--- config.mk ---
export PLATFORM = sky130hd
export DESIGN_NAME = uart_tx_arbiter
export DESIGN_NICKNAME = d
export VERILOG_FILES = /design/src/rtl/uart_arb_pkg.sv /design/src/rtl/uart_tx_arbiter_rr_pick.sv /design/src/rtl/uart_tx_arbiter.sv
export SDC_FILE = /design/constraint.sdc
export NUM_CORES = 1
export LEC_CHECK = 0
export CAP_MARGIN = 10
export CORE_MARGIN = 2
export CORE_UTILIZATION = 38
export CTS_BUF_LIST = sky130_fd_sc_hd__clkbuf_4 sky130_fd_sc_hd__clkbuf_8
export CTS_CLUSTER_SIZE = 40
export DETAILED_ROUTE_END_ITERATION = 10
export PLACE_DENSITY = 0.78
export SYNTH_ARGS = -nofsm -noshare
export SYNTH_HDL_FRONTEND = slang
export SYNTH_HIERARCHICAL = 1
export SYNTH_SLANG_ARGS = --single-unit
export TNS_END_PERCENT = 50
--- constraint.sdc ---
create_clock -name Clock -period 2.2 [get_ports Clock]
set_clock_uncertainty 0.1 [all_clocks]
set_input_delay 0.22 -clock Clock [delete_from_list [all_inputs] [get_ports Clock]]
set_output_delay 0.22 -clock Clock [all_outputs]
set_load 0.02 [all_outputs]
--- src/rtl/uart_arb_pkg.sv ---
// rtl/uart_arb_pkg.sv - shared types and constants for the UART TX arbiter
//
// Purpose : arbiter FSM state type, header tag constant and index-width helper.
// Optional: UART_ARB_ID_HEADER_EN (the HDR state is only entered when defined).
package uart_arb_pkg;

  typedef enum logic [1:0] {
    IDLE   = 2'd0,
    HDR    = 2'd1,
    STREAM = 2'd2
  } arbState_t;

  // Upper nibble of the per-packet ID header byte.
  localparam logic [3:0] HDR_TAG = 4'hA;

  function automatic int idx_width(input int numReq);
    return (numReq <= 1) ? 1 : $clog2(numReq);
  endfunction

endpackage

--- src/rtl/uart_tx_arbiter_rr_pick.sv ---
// rtl/uart_tx_arbiter_rr_pick.sv - combinational round-robin priority picker
//
// Purpose : pick the first set bit of valid, searching upward from lastIdx+1
//           and wrapping modulo NUM_REQ.
// Ports   : valid   [NUM_REQ] request vector
//           lastIdx [IW]      most recently served index (lowest priority)
//           sel     [IW]      picked index (0 when nothing is valid)
//           any               at least one request is valid
module rr_pick #(
  parameter int NUM_REQ = 4,
  parameter int IW      = 2
) (
  input  logic [NUM_REQ-1:0] valid,
  input  logic [IW-1:0]      lastIdx,
  output logic [IW-1:0]      sel,
  output logic               any
);

  logic found;

  assign any = |valid;

  // k runs 1..NUM_REQ so lastIdx itself is visited last.
  always_comb begin
    sel   = '0;
    found = 1'b0;
    for (int k = 1; k <= NUM_REQ; k++) begin
      if (!found && valid[(int'(lastIdx) + k) % NUM_REQ]) begin
        sel   = IW'((int'(lastIdx) + k) % NUM_REQ);
        found = 1'b1;
      end
    end
  end

endmodule

--- src/rtl/uart_tx_arbiter.sv ---
// rtl/uart_tx_arbiter.sv - packet-granular round-robin arbiter for the UART TX FIFO
//
// Purpose : shares the UART TX FIFO write port between NUM_REQ byte streams.
//           A grant is held from the first byte until the Last byte is taken;
//           an idle watchdog drops a grant whose owner stalls mid-packet.
// Optional: UART_ARB_ID_HEADER_EN - prefix every packet with {HDR_TAG, index}.
// Ports   : Clock, ResetN (async, active low)
//           ReqValid/ReqLast [NUM_REQ], ReqData [NUM_REQ*DATA_BITS] - requesters
//           ReqReady [NUM_REQ] - byte taken this cycle (one-hot or zero)
//           TxFull - FIFO full; WriteUart/WriteData - FIFO write port
//           Grant [NUM_REQ] - current owner; Busy - packet in progress
//           Abort - one-cycle pulse when the watchdog releases a grant
module uart_tx_arbiter
  import uart_arb_pkg::*;
#(
  parameter int NUM_REQ      = 4,
  parameter int DATA_BITS    = 8,
  parameter int IDLE_TIMEOUT = 255,
  parameter int TO_BITS      = 8
) (
  input  logic                         Clock,
  input  logic                         ResetN,
  input  logic [NUM_REQ-1:0]           ReqValid,
  input  logic [NUM_REQ-1:0]           ReqLast,
  input  logic [NUM_REQ*DATA_BITS-1:0] ReqData,
  output logic [NUM_REQ-1:0]           ReqReady,
  input  logic                         TxFull,
  output logic                         WriteUart,
  output logic [DATA_BITS-1:0]         WriteData,
  output logic [NUM_REQ-1:0]           Grant,
  output logic                         Busy,
  output logic                         Abort
);

  localparam int IW = idx_width(NUM_REQ);

  arbState_t          state;
  // lastIdx doubles as the granted index while a packet is in progress.
  logic [IW-1:0]      lastIdx;
  logic [TO_BITS-1:0] toCnt;
  logic [TO_BITS-1:0] toNext;
  logic [IW-1:0]      pickSel;
  logic               pickAny;
  logic               ownValid;
  logic               accept;
  logic               hdrWrite;
  logic               wdFire;
  logic [DATA_BITS-1:0] hdrByte;

  rr_pick #(
    .NUM_REQ (NUM_REQ),
    .IW      (IW)
  ) u_pick (
    .valid   (ReqValid),
    .lastIdx (lastIdx),
    .sel     (pickSel),
    .any     (pickAny)
  );

  assign ownValid = ReqValid[lastIdx];
  assign accept   = (state == STREAM) && ownValid && !TxFull;
  assign toNext   = toCnt + TO_BITS'(1);
  // Only cycles where the owner has nothing to send count; FIFO stalls do not.
  assign wdFire   = (IDLE_TIMEOUT != 0) && (state == STREAM) && !ownValid &&
                    (toNext == TO_BITS'(IDLE_TIMEOUT));

`ifdef UART_ARB_ID_HEADER_EN
  logic [7:0] hdrFull;
  assign hdrFull  = {HDR_TAG, 4'(lastIdx)};
  assign hdrByte  = DATA_BITS'(hdrFull);
  assign hdrWrite = (state == HDR) && !TxFull;
`else
  assign hdrByte  = '0;
  assign hdrWrite = 1'b0;
`endif

  always_comb begin
    ReqReady  = '0;
    WriteUart = accept | hdrWrite;
    WriteData = '0;
    if (accept) begin
      ReqReady  = NUM_REQ'(1) << lastIdx;
      WriteData = ReqData[int'(lastIdx)*DATA_BITS +: DATA_BITS];
    end else if (hdrWrite) begin
      WriteData = hdrByte;
    end
  end

  assign Busy = (state != IDLE);

  always_ff @(posedge Clock or negedge ResetN) begin
    if (!ResetN) begin
      state   <= IDLE;
      Grant   <= '0;
      Abort   <= 1'b0;
      toCnt   <= '0;
      lastIdx <= IW'(NUM_REQ - 1);
    end else begin
      Abort <= 1'b0;
      case (state)
        IDLE: begin
          if (pickAny) begin
            Grant   <= NUM_REQ'(1) << pickSel;
            lastIdx <= pickSel;
            toCnt   <= '0;
`ifdef UART_ARB_ID_HEADER_EN
            state   <= HDR;
`else
            state   <= STREAM;
`endif
          end
        end
`ifdef UART_ARB_ID_HEADER_EN
        HDR: begin
          if (!TxFull) state <= STREAM;
        end
`endif
        STREAM: begin
          if (accept) begin
            toCnt <= '0;
            if (ReqLast[lastIdx]) begin
              state <= IDLE;
              Grant <= '0;
            end
          end else if (wdFire) begin
            state <= IDLE;
            Grant <= '0;
            Abort <= 1'b1;
            toCnt <= '0;
          end else if (!ownValid) begin
            toCnt <= toNext;
          end
        end
        default: state <= IDLE;
      endcase
    end
  end

endmodule
Yosys cells after proc, flatten, opt, wreduce, memory -nomap -nowiden
Index checks and enable logic that the tools add are counted. W data, S select, Z words.

Bits in registers: 17. Output and inout bits: 19.

Order comparisons: 5. Shifts and indexed selects: 3. Reductions and logical operators: 24. Bitwise gates (word level): 4. Multiplexer cells: 43. Eq/ne operators: 6. Add/sub/neg operators: 5.

Operators with widths (count): $mux W8 (5); $shiftx A32 B6 Y8 (1); $mux W4 (5); $lt A3 B4 Y1 const B (4); $mux W1 (16); $mux W2 (8); $pmux W8 S2 (1); $bmux W1 S2 (6); $add A8 B1 Y8 const B (1); $eq A8 B8 Y1 const B (1); $pmux W4 S2 (1); $reduce_or A2 Y1 (4); $shl A1 B2 Y4 const A (2); $logic_and A1 B1 Y1 (7); $reduce_and A3 Y1 (2); $logic_not A1 Y1 (5); $add A2 B1 Y2 const B (2); $add A2 B2 Y2 const B (2); $and A1 B1 Y1 const A (4); $ne A4 B4 Y1 const B (1); $pmux W2 S2 (1); $reduce_and A4 Y1 (1); $reduce_bool A2 Y1 (2); $reduce_or A4 Y1 (1); 7 further kinds (7).

Longest topological paths before layout
Word-level depth: 19. Gate-level depth with buffers: 8. Mapped depth without buffers: 8.

Cells and area by module
The synthesis kept the hierarchy.

By module, submodules not included: uart_tx_arbiter (instances 1, sequential area each 402.9 µm², area each 1234.9 µm², cells each 125); rr_pick (instances 1, sequential area each 0.0 µm², area each 81.3 µm², cells each 14).

Least setup slack after synthesis
OpenSTA, ideal clock, no wires.

Kind: register -> register. Start: register lastIdx[0]. End: register Grant[3]. Stages on the path, launching flop included: 8. Arrival time: 2.188 ns. Slack: -0.210 ns. Data required time: 1.978 ns. Cells stage by stage: dfstp_2 buf_6 mux4_2 nor3_4 o221ai_2 o31ai_4 o221ai_2 a32o_1.

Word-level cells in the longest chain between the ends: 17.

RTL lines: from (decl) (RTL line uart_tx_arbiter.sv:39) `logic [IW-1:0] lastIdx;`; from (signal assigned) (RTL line uart_tx_arbiter.sv:97) `lastIdx <= IW'(NUM_REQ - 1);`; from (signal assigned) (RTL line uart_tx_arbiter.sv:104) `lastIdx <= pickSel;`; $add A2 B1 Y2 (RTL line uart_tx_arbiter_rr_pick.sv:28, uart_tx_arbiter_rr_pick.sv:29); $bmux W1 S2 (RTL line uart_tx_arbiter_rr_pick.sv:28) `if (!found && valid[(int'(lastIdx) + k) % NUM_REQ]) begin`; $mux W1 (implied by the code) (2 in series) (RTL line uart_tx_arbiter_rr_pick.sv:28); $mux W1 (RTL line uart_tx_arbiter_rr_pick.sv:28); $logic_not A1 Y1 (RTL line uart_tx_arbiter_rr_pick.sv:28); $logic_and A1 B1 Y1 (RTL line uart_tx_arbiter_rr_pick.sv:28); $mux W1 (RTL line uart_tx_arbiter_rr_pick.sv:28); $logic_not A1 Y1 (RTL line uart_tx_arbiter_rr_pick.sv:28); $logic_and A1 B1 Y1 (RTL line uart_tx_arbiter_rr_pick.sv:28); $mux W1 (RTL line uart_tx_arbiter_rr_pick.sv:28); $logic_not A1 Y1 (RTL line uart_tx_arbiter_rr_pick.sv:28); $logic_and A1 B1 Y1 (RTL line uart_tx_arbiter_rr_pick.sv:28); $mux W2 (RTL line uart_tx_arbiter_rr_pick.sv:28); $shl A1 B2 Y4 (RTL line uart_tx_arbiter.sv:103) `Grant <= NUM_REQ'(1) << pickSel;`; $mux W4 (RTL line uart_tx_arbiter.sv:102) `if (pickAny) begin`; $pmux W4 S2 (RTL line uart_tx_arbiter.sv:100) `case (state)`; to (signal assigned) (RTL line uart_tx_arbiter.sv:103); to (decl) (RTL line uart_tx_arbiter.sv:30) `output logic [NUM_REQ-1:0] Grant,`.

Several ways; a longest one is shown, not always the timed one. The select of a mux whose other input is x is not followed. A chain may end at the register's enable or synchronous reset.

Worst setup path after layout
Ends and elaborated chain as after synthesis.

==> out/qor.yml <==
drc: 0
hold_viol: 0
critPathSlowestCell: "mux4_2"
critical-path-top-delay-family: "compound AO/OA/AOI/OAI gates"
postRouteAntennaNets: 0
post-place-ws_ns: -0.275
cpMostUsedCell: "o221ai_2"
cts.clk_slew.worst_paths_ns: 0.10
cts_tree: "built"
grt_max_degree: 21
yosysWarnings: 6
p_leak_uw: 0.000956
grt_pass1_vias: 1476
crit_arrival_ns: 2.45
synth-seq-cells: 16
gp_routability_congestion: 0.872
max_freq_ghz: 0.423
syn_inst: 139
slowest_delay_ns: 0.58
layout_common_cells: "clkdlybuf4s50_1 (48), buf_4 (30), nand2_1 (26)"
path_max_fanout: 4
clk_latency_ns: 0.29
grt_busiest_layer: "met2"
die-area_mm2: 0.00395
start_util_pct: 39.4
whs_ns: 0.250
grt_first_pass_wirelength_um: 6710
seq_area_frac_synth_pct: 30.6
endpoint_kind: "flop"
ctsHoldBuffers: 0
worstPathRequired_ns: 2.29
gr-usage-met3_pct: 4.68
total_power_uw: 2180
ys_types: 38
die_y_um: 62.9
period_minus_slack_ns: 2.37
routed_wl_um: 4180
track_usage_pct: 21.2
setup_ws_ns: -0.167
pin_count: 62
cts_buffers: 3
fin_setup_tns_ns: -2.10
finalMaxSlewViolations: 0
layout_commonest_cell: "clkdlybuf4s50_1"
root_buffer: "clkbuf_4"
nets: 276
mappedNetlistArea_mm2: 0.00132
clockBufferDepth: 2
vias_per_cell: 5.32
max-vdd-ir-drop_mv: 0.652
wire_per_inst_um: 15.1
crit_path_start_kind: "flop"
drive_gt1_share_pct: 31.7
maxSlewHeadroom_pct: 51.8
die_x_um: 62.9
fin_crit_sh_pct: 108
port_buffers: 61
syn2layout_area_growth_pct: 68.4
cts_max_level: 1
hp-class: "in -> async"
worstPathCellList: "mux4_2 -> nor3_4 -> o221ai_2 -> o31ai_4 -> o221ai_2 -> a32o_1"
antenna_found_initial: 0
tightest_slew_ns: 0.721
globalRouteOverflowTotal: 0
clock-sinks: 16
num_rows: 21
cap_violations: 0
failed_checks: "negative setup slack"
grt_use_met2_pct: 38.6
drt_iter0_drc: 70
power_density_mw_per_mm2: 984
path_buf_inv: 0
dp_hpwl_um: 3220
vias: 1469
firstDrtPassIters: 4
worst-setup-path-type: "reg -> reg"
synth.avg_cell_area_um2: 9.47
grtUsageMet1_pct: 25.3
syn-num-nets: 184
diodes: 0
setup_viol: 24
rsz0062_at_grt: "yes"
status: "finished, violations left"
coreArea_mm2: 0.00334
[cell families (layout without fill, tap and decap cells)]
logic type                 after synthesis  in the layout  share of synthesized area [%]
AOI/OAI and AO/OA                       33             33                           19.9
adders and majority gates                2              2                           1.90
xor gates and xnor gates                 2              2                           1.33
muxes                                   11             11                           19.0
and+or+nand+nor                         63             63                           23.3
buffers and inverters                   12            103                           3.99
DFF                                     16             16                           30.6
[final cells by class]
type	count	area [µm²]
fillers	275	1120
multi-input cells	111	876
repair buffers	94	826
flip-flops and latches	16	403
well taps	46	57.6
clock buffers	4	36.3
inverters	5	18.8
[synthesized netlist by cell type]
cell / n / area [µm²]
nand2b_1: 2 / 12.5
a21oi_1: 6 / 30.0
mux4_2: 6 / 135
o22ai_1: 2 / 12.5
o21a_1: 2 / 15.0
dfstp_2: 2 / 52.6
nor3_4: 1 / 16.3
a221oi_1: 1 / 8.76
nor3b_1: 1 / 7.51
o21bai_1: 1 / 7.51
clkbuf_1: 6 / 22.5
mux4_1: 4 / 105
xnor2_1: 2 / 17.5
o31ai_1: 1 / 7.51
nor2b_1: 10 / 62.6
and3_1: 1 / 6.26
a31oi_1: 1 / 6.26
mux2i_1: 1 / 10.0
inv_1: 5 / 18.8
o2bb2ai_1: 2 / 17.5
or3_1: 1 / 6.26
o31ai_4: 1 / 21.3
a21o_1: 4 / 30.0
a32o_1: 1 / 10.0
a22o_1: 1 / 8.76
dfrtp_1: 14 / 350
o21ai_0: 5 / 25.0
or2_2: 1 / 6.26
nand3_1: 4 / 20.0
nor2_1: 9 / 33.8
o221ai_2: 3 / 45.0
buf_6: 1 / 11.3
nor4_1: 2 / 12.5
a211oi_1: 1 / 7.51
nor3_1: 5 / 25.0
ha_1: 2 / 25.0
o41ai_1: 1 / 8.76
nand2_1: 26 / 97.6
[flip-flops by register name, indices dropped and copies added (netlist names)]
name,cells
Abort,1
Grant,4
lastIdx,2
state,1
toCnt,8
[per-stage QoR]
| step | area (µm²) | utilization, % | instances |
|---|---|---|---|
| after floorplan | 1320 | - | 139 |
| after global placement | 2170 | 65.0 | 268 |
| after detailed placement | 2170 | 65.0 | 268 |
| after CTS | 2180 | 65.3 | 272 |
| after global routing | 2220 | 66.4 | 276 |
| final | 2220 | 66.4 | 276 |
[path summary, 6_finish.rpt]
kind	endpoint	slack, ns	cells past startpoint	startpoint
max	Grant[3]$_DFFE_PN0P_	-0.17	6	lastIdx[0]$_DFFE_PN1P_
min	toCnt[3]$_DFFE_PN0P_	0.25	1	ResetN
max in group asynchronous	Grant[0]$_DFFE_PN0P_	1.29	1	ResetN
min reg2reg	Grant[0]$_DFFE_PN0P_	0.39	1	Grant[0]$_DFFE_PN0P_
max reg2reg	Grant[3]$_DFFE_PN0P_	-0.17	6	lastIdx[0]$_DFFE_PN1P_
min in group Clock	Grant[0]$_DFFE_PN0P_	0.39	1	Grant[0]$_DFFE_PN0P_
[timing repair]
action | 4_1_cts | 5_1_grt
setup endpoints to repair | 25 | 26
gates resized for setup | 66 | 9
pin swaps | 2 | 2
setup buffers | 1 | 3
cloned | 0 | 1
[per-layer routing]
layer	vias up	routed length [µm]
met3	4	308
met5	-	0
li1	700	-
met1	708	1750
met4	0	38
met2	57	2080
[power breakdown]
group / switching [µW] / internal (µW)
clock: 96.3 / 101
combinational: 706 / 783
sequential: 92.9 / 402
Note: power is estimated with default switching activity, not from simulation.
